<file path="src/rtl/rs_latch_driver_if.sv">
// Bundles the request handshake and latch drive/feedback wires of rs_latch_driver.
// The controller uses the slave modport; the requester/latch side uses master.
interface rs_latch_driver_if;
  logic req_valid;
  logic req_set;
  logic req_ready;
  logic notS;
  logic notR;
  logic Q;
  logic notQ;
  logic done;
  logic err;
  logic q_state;
  logic q_valid;
  logic busy;

  modport master (
    output req_valid, req_set, Q, notQ,
    input  req_ready, notS, notR, done, err, q_state, q_valid, busy
  );

  modport slave (
    input  req_valid, req_set, Q, notQ,
    output req_ready, notS, notR, done, err, q_state, q_valid, busy
  );
endinterface

</file>
<file path="src/rtl/rs_latch_driver.sv">
// Clocked driver for an active-low RS latch: pulses exactly one of notS/notR,
// then confirms Q/notQ through a two-flop synchronizer, reporting done or err.
module rs_latch_driver #(
  parameter int PULSE_CYCLES   = 4,
  parameter int TIMEOUT_CYCLES = 16,
  parameter int CNT_W          = 5
) (
  input  logic            clk,
  input  logic            notReset,
  rs_latch_driver_if.slave bus
);

  typedef enum logic [1:0] {
    IDLE    = 2'd0,
    PULSE   = 2'd1,
    CONFIRM = 2'd2
  } state_e;

  localparam logic [CNT_W-1:0] PULSE_LAST = CNT_W'(PULSE_CYCLES - 1);
  localparam logic [CNT_W-1:0] TMO_LAST   = CNT_W'(TIMEOUT_CYCLES - 1);
  localparam logic [CNT_W-1:0] CNT_ONE    = CNT_W'(1);

  generate
    if (PULSE_CYCLES < 2) begin : g_bad_pulse
      $error("PULSE_CYCLES must be at least 2");
    end
    if (TIMEOUT_CYCLES < 1) begin : g_bad_tmo
      $error("TIMEOUT_CYCLES must be at least 1");
    end
    if ((2 ** CNT_W) <= PULSE_CYCLES || (2 ** CNT_W) <= TIMEOUT_CYCLES) begin : g_bad_cnt
      $error("CNT_W too narrow for PULSE_CYCLES/TIMEOUT_CYCLES");
    end
  endgenerate

  state_e           state_q;
  logic [CNT_W-1:0] cnt_q;
  logic             set_q;
  logic             nots_q;
  logic             notr_q;
  logic             done_q;
  logic             err_q;
  logic             qstate_q;
  logic             qvalid_q;
  logic [1:0]       q_sync_q;
  logic [1:0]       nq_sync_q;

  logic qs;
  logic nqs;
  logic match;

  // Latch outputs are asynchronous; both rails are synchronized every cycle.
  always_ff @(posedge clk or negedge notReset) begin
    if (!notReset) begin
      q_sync_q  <= 2'b00;
      nq_sync_q <= 2'b00;
    end else begin
      q_sync_q  <= {q_sync_q[0], bus.Q};
      nq_sync_q <= {nq_sync_q[0], bus.notQ};
    end
  end

  assign qs  = q_sync_q[1];
  assign nqs = nq_sync_q[1];
  // Requiring complementary rails rejects the forbidden/metastable qs==nqs case.
  assign match = (qs == set_q) && (nqs == ~set_q);

  always_ff @(posedge clk or negedge notReset) begin
    if (!notReset) begin
      state_q  <= IDLE;
      cnt_q    <= '0;
      set_q    <= 1'b0;
      nots_q   <= 1'b1;
      notr_q   <= 1'b1;
      done_q   <= 1'b0;
      err_q    <= 1'b0;
      qstate_q <= 1'b0;
      qvalid_q <= 1'b0;
    end else begin
      done_q <= 1'b0;
      err_q  <= 1'b0;
      case (state_q)
        IDLE: begin
          if (bus.req_valid) begin
            set_q   <= bus.req_set;
            cnt_q   <= '0;
            nots_q  <= ~bus.req_set;
            notr_q  <= bus.req_set;
            state_q <= PULSE;
          end
        end
        PULSE: begin
          if (cnt_q == PULSE_LAST) begin
            nots_q  <= 1'b1;
            notr_q  <= 1'b1;
            cnt_q   <= '0;
            state_q <= CONFIRM;
          end else begin
            cnt_q <= cnt_q + CNT_ONE;
          end
        end
        CONFIRM: begin
          if (match) begin
            done_q   <= 1'b1;
            qstate_q <= set_q;
            qvalid_q <= 1'b1;
            cnt_q    <= '0;
            state_q  <= IDLE;
          end else if (cnt_q == TMO_LAST) begin
            err_q   <= 1'b1;
            cnt_q   <= '0;
            state_q <= IDLE;
          end else begin
            cnt_q <= cnt_q + CNT_ONE;
          end
        end
        default: begin
          nots_q  <= 1'b1;
          notr_q  <= 1'b1;
          cnt_q   <= '0;
          state_q <= IDLE;
        end
      endcase
    end
  end

  assign bus.req_ready = (state_q == IDLE);
  assign bus.busy      = (state_q != IDLE);
  assign bus.notS      = nots_q;
  assign bus.notR      = notr_q;
  assign bus.done      = done_q;
  assign bus.err       = err_q;
  assign bus.q_state   = qstate_q;
  assign bus.q_valid   = qvalid_q;

endmodule

</file>
<file path="src/flat_wrapper.sv">
// flat-port wrapper written by rule: the top's interface ports become plain ports
module rs_latch_driver_flat 
#(
  parameter int PULSE_CYCLES   = 4,
  parameter int TIMEOUT_CYCLES = 16,
  parameter int CNT_W          = 5
)
  (clk, notReset, bus_req_valid, bus_req_set, bus_Q, bus_notQ, bus_req_ready, bus_notS, bus_notR, bus_done, bus_err, bus_q_state, bus_q_valid, bus_busy);
  rs_latch_driver_if bus_i ();
  input  logic clk;
  input  logic notReset;
  input wire logic [$bits(bus_i.req_valid)-1:0] bus_req_valid;
  input wire logic [$bits(bus_i.req_set)-1:0] bus_req_set;
  input wire logic [$bits(bus_i.Q)-1:0] bus_Q;
  input wire logic [$bits(bus_i.notQ)-1:0] bus_notQ;
  output wire logic [$bits(bus_i.req_ready)-1:0] bus_req_ready;
  output wire logic [$bits(bus_i.notS)-1:0] bus_notS;
  output wire logic [$bits(bus_i.notR)-1:0] bus_notR;
  output wire logic [$bits(bus_i.done)-1:0] bus_done;
  output wire logic [$bits(bus_i.err)-1:0] bus_err;
  output wire logic [$bits(bus_i.q_state)-1:0] bus_q_state;
  output wire logic [$bits(bus_i.q_valid)-1:0] bus_q_valid;
  output wire logic [$bits(bus_i.busy)-1:0] bus_busy;
  assign bus_i.req_valid = bus_req_valid;
  assign bus_i.req_set = bus_req_set;
  assign bus_i.Q = bus_Q;
  assign bus_i.notQ = bus_notQ;
  assign bus_req_ready = bus_i.req_ready;
  assign bus_notS = bus_i.notS;
  assign bus_notR = bus_i.notR;
  assign bus_done = bus_i.done;
  assign bus_err = bus_i.err;
  assign bus_q_state = bus_i.q_state;
  assign bus_q_valid = bus_i.q_valid;
  assign bus_busy = bus_i.busy;
  rs_latch_driver #(.PULSE_CYCLES(PULSE_CYCLES), .TIMEOUT_CYCLES(TIMEOUT_CYCLES), .CNT_W(CNT_W)) u_core (.clk(clk), .notReset(notReset), .bus(bus_i));
endmodule
</file>
<file path="config.mk">
export PLATFORM = sky130hd
export DESIGN_NAME = rs_latch_driver_flat
export DESIGN_NICKNAME = d
export VERILOG_FILES = /design/src/rtl/rs_latch_driver_if.sv /design/src/rtl/rs_latch_driver.sv /design/src/flat_wrapper.sv
export SDC_FILE = /design/constraint.sdc
export NUM_CORES = 1
export LEC_CHECK = 0
export ABC_AREA = 1
export BUFFER_PORTS_ARGS = -buffer_cell sky130_fd_sc_hd__buf_2
export CORE_MARGIN = 10
export CORE_UTILIZATION = 49
export DETAILED_ROUTE_END_ITERATION = 6
export GPL_ROUTABILITY_DRIVEN = 0
export PLACE_DENSITY = 0.81
export REMOVE_ABC_BUFFERS = 1
export SYNTH_ARGS = -nofsm -noshare
export SYNTH_HDL_FRONTEND = slang
export SYNTH_SLANG_ARGS = --single-unit
</file>
<file path="constraint.sdc">
create_clock -name clk -period 1.45 [get_ports clk]
set_clock_uncertainty 0.15 [all_clocks]
set_input_delay 0.3625 -clock clk [delete_from_list [all_inputs] [get_ports clk]]
set_output_delay 0.3625 -clock clk [all_outputs]
set_load 0.01 [all_outputs]
</file>
==> results.py <==
metrics = {
    "power_and_ir_drop": {
        "power_mw": 2.54,
        "pwr-share-comb_pct": 61.0,
        "seqPwrFrac_pct": 28.5,
        "power_density_nw_per_um2": 1780,
        "p_clk_share_pct": 10.5,
        "p_int_mw": 1.48,
        "switchingPower_mw": 1.06,
        "peakVddDrop_mv": 0.918,
        "leakage_nw": 0.737,
        "switching_share_pct": 41.8,
    },
    "synthesis": {
        "syn_area_um2": 931,
        "synth_seq_cells": 18,
        "yosys_warnings": 0,
        "postSynthCellCount": 106,
        "syn_avg_cell_area_um2": 8.78,
        "synth_cell_types": 23,
        "synth-seq-area-share_pct": 48.7,
    },
    "finish": {
        "drive_gt1_share_pct": 55.1,
        "nNetsFinal": 160,
        "nFillCells": 101,
        "antenna_cells": 0,
        "fin_cells": 172,
        "synthToLayoutAreaGrowth_pct": 53.1,
    },
    "critical_path": {
        "crit_path_end_kind": "output port",
        "critPathKind": "reg -> out",
        "crit_arrival_ps": 1140,
        "worstPathRequired_ps": 940,
        "critPathBufInv": 3,
        "crit_path_max_fanout": 3,
        "crit_chain": "inv_2 -> ha_4 -> inv_4 -> buf_6",
        "critPathTopFamily": "flip-flops",
        "crit_slowest_cell": "dfrtp_1",
        "cp_slowest_stage_delay_ps": 420,
        "start_kind": "register",
    },
    "timing": {
        "worst_slew_pin_slew_ps": 404,
        "min_period_ps": 1650,
        "fmax_mhz": 607,
        "rsz0062_at_grt": "yes",
        "hold_viol_final": 0,
        "setup_viol": 14,
        "maxSlewViolCount": 0,
        "setup_slack_ps": -198,
        "final.period_utilization_pct": 114,
        "relSlewSlack_pct": 73.1,
    },
    "global_route": {
        "grt_pass1_wl_mm": 4.10,
        "grt_pass1_vias": 867,
        "grtUsageTotal_pct": 12.5,
        "antenna_found_initial": 0,
        "grt_max_degree": 19,
        "grt.overflow.total": 0,
    },
    "route": {
        "drc": 0,
        "drtPass1Iterations": 4,
        "ant_nets": 0,
        "finalWirelength_mm": 2.88,
        "vias": 890,
        "first_iter_violations": 37,
        "vias_per_cell": 5.17,
        "wire_per_inst_um": 16.7,
    },
    "die": {
        "num_rows": 15,
        "die_w_um": 63.6,
        "core_region_area_um2": 1760,
        "die_area_um2": 4040,
        "start_util_pct": 52.8,
        "io_pins": 14,
        "dieHeight_um": 63.6,
    },
    "place": {
        "portBuffers": 13,
        "dp_hpwl_mm": 1.50,
        "dpl.cell_count": 153,
        "dpl_worst_slack_ps": -160,
    },
    "cts": {
        "htree_levels": 1,
        "cts_buffer_depth": 2,
        "root_buffer": "clkbuf_4",
        "clock_latency_ps": 300,
        "cts_buffers": 3,
        "cts_sinks": 18,
        "clkTransAtPathRegs_ps": 100,
        "cts_tree": "built",
    },
    "outcome": {
        "violations": "setup timing",
        "status": "complete, but fails checks",
    },
    "job": {
        "max_cap_viol_count": 0,
    },
    "hold_path": {
        "hold_path_class": "reg -> reg",
    },
}
-- state kept, by name, indices dropped and copies added (netlist names) --
signal              cells
u_core.cnt_q            5
u_core.bus.err          1
u_core.set_q            1
u_core.bus.notS         1
u_core.bus.notR         1
u_core.state_q          2
u_core.q_sync_q         2
u_core.bus.done         1
u_core.nq_sync_q        2
u_core.bus.q_state      1
u_core.bus.q_valid      1
-- repair_timing --
action | in CTS | in global routing
pin swaps | 9 | 12
gates resized for setup | 23 | 29
setup endpoints to repair | 13 | 16
endpoints found under the hold margin | 16 | 2
hold buffers | 1 | 2
gates cloned | 0 | 0
buffers inserted | 9 | 4
-- worst paths after layout --
| path | start | to | slack (ps) | cells after the start |
|---|---|---|---|---|
| min in group asynchronous | notReset | u_core.state_q[0] | 360 | 2 |
| setup reg to reg | u_core.cnt_q[0] | u_core.state_q[0] | -190 | 9 |
| hold reg to reg | u_core.nq_sync_q[0] | u_core.nq_sync_q[1] | 210 | 0 |
| setup / recovery | u_core.state_q[0] | bus_busy | -200 | 4 |
| hold / removal | u_core.nq_sync_q[0] | u_core.nq_sync_q[1] | 210 | 0 |
| max in group asynchronous | notReset | u_core.bus.notS | 470 | 2 |
-- logic make-up after synthesis --
family	after synthesis	share of synthesized area, %
AOI/OAI and AO/OA	3	2.28
xor gates and xnor gates	1	0.941
adders and majority gates	6	8.06
buffers and inverters	18	7.53
DFF	18	48.7
and+or+nand+nor	60	32.5
-- cell type report --
type                            instances  area, um^2  share of cell area [%]
Inverter                               18        75.1                    5.27
Clock buffer                            4        26.3                    1.84
Timing Repair Buffer                   37         285                    20.0
Multi-Input combinational cell         70         553                    38.8
Sequential cell                        18         454                    31.9
Tap cell                               25        31.3                    2.19
-- stage by stage --
step | instance area [um^2] | setup TNS, ps | hold slack, ps | utilization (%)
final | 1430 | -1710 | 209 | 80.8
after floorplan | 931 | -364 | -83.1 | -
after global routing | 1430 | -2440 | 210 | 80.8
after detailed placement | 1090 | -931 | 163 | 62.1
after CTS | 1280 | -646 | 15.5 | 72.5
after global placement | 1090 | -337 | 154 | 62.1
-- cell usage in the layout, fill, tap and decap left out, types with 2 or more instances in the layout --
cell type       n
ha_2            2
dlygate4sd3_1   3
clkbuf_4        3
buf_6           6
nand4_1         3
nand2_1        23
inv_1           8
ha_4            4
nand3_1         5
buf_2           9
dfrtp_1        15
nor2_1          3
nand3_4         2
inv_2           8
nor2_4          3
nand2_4         6
dfstp_2         2
buf_4          19
nand2_2         9
-- cells in the mapped netlist --
master | count | area (um^2)
dfrtp_1 | 16 | 400
dfstp_2 | 2 | 52.6
ha_1 | 6 | 75.1
inv_1 | 15 | 56.3
inv_2 | 2 | 7.51
inv_4 | 1 | 6.26
nand2_1 | 32 | 120
nand2_2 | 5 | 31.3
nand2_4 | 1 | 11.3
nand3_1 | 6 | 30.0
nand3_2 | 1 | 10.0
nand3b_1 | 1 | 7.51
nand4_1 | 3 | 18.8
nor2_1 | 6 | 22.5
nor2_4 | 1 | 11.3
nor2_8 | 1 | 20.0
nor3b_1 | 1 | 7.51
o21a_1 | 1 | 7.51
o21ai_0 | 1 | 5.00
o21ai_2 | 1 | 8.76
or2_1 | 1 | 6.26
or2_2 | 1 | 6.26
xor2_1 | 1 | 8.76
-- power by group through the flow --
| stage | clock [mW] | combinational (mW) | sequential (mW) |
|---|---|---|---|
| 2_1_floorplan | 0 | 0.554 | 0.747 |
| 3_3_place_gp | 0 | 0.896 | 0.707 |
| 3_5_place_dp | 0 | 0.930 | 0.713 |
| 4_1_cts | 0.262 | 1.16 | 0.710 |
| 5_1_grt | 0.301 | 1.66 | 0.734 |
| 6_report | 0.267 | 1.55 | 0.724 |
-- metal layers --
layer	vias up	track usage (%)	part of all wire [%]
met3	14	4.24	5.7
li1	409	-	-
met4	0	5.19	4.0
met2	31	21.7	51
met1	436	13.5	39
met5	-	0	0
Note: power is estimated with default switching activity, not from simulation.
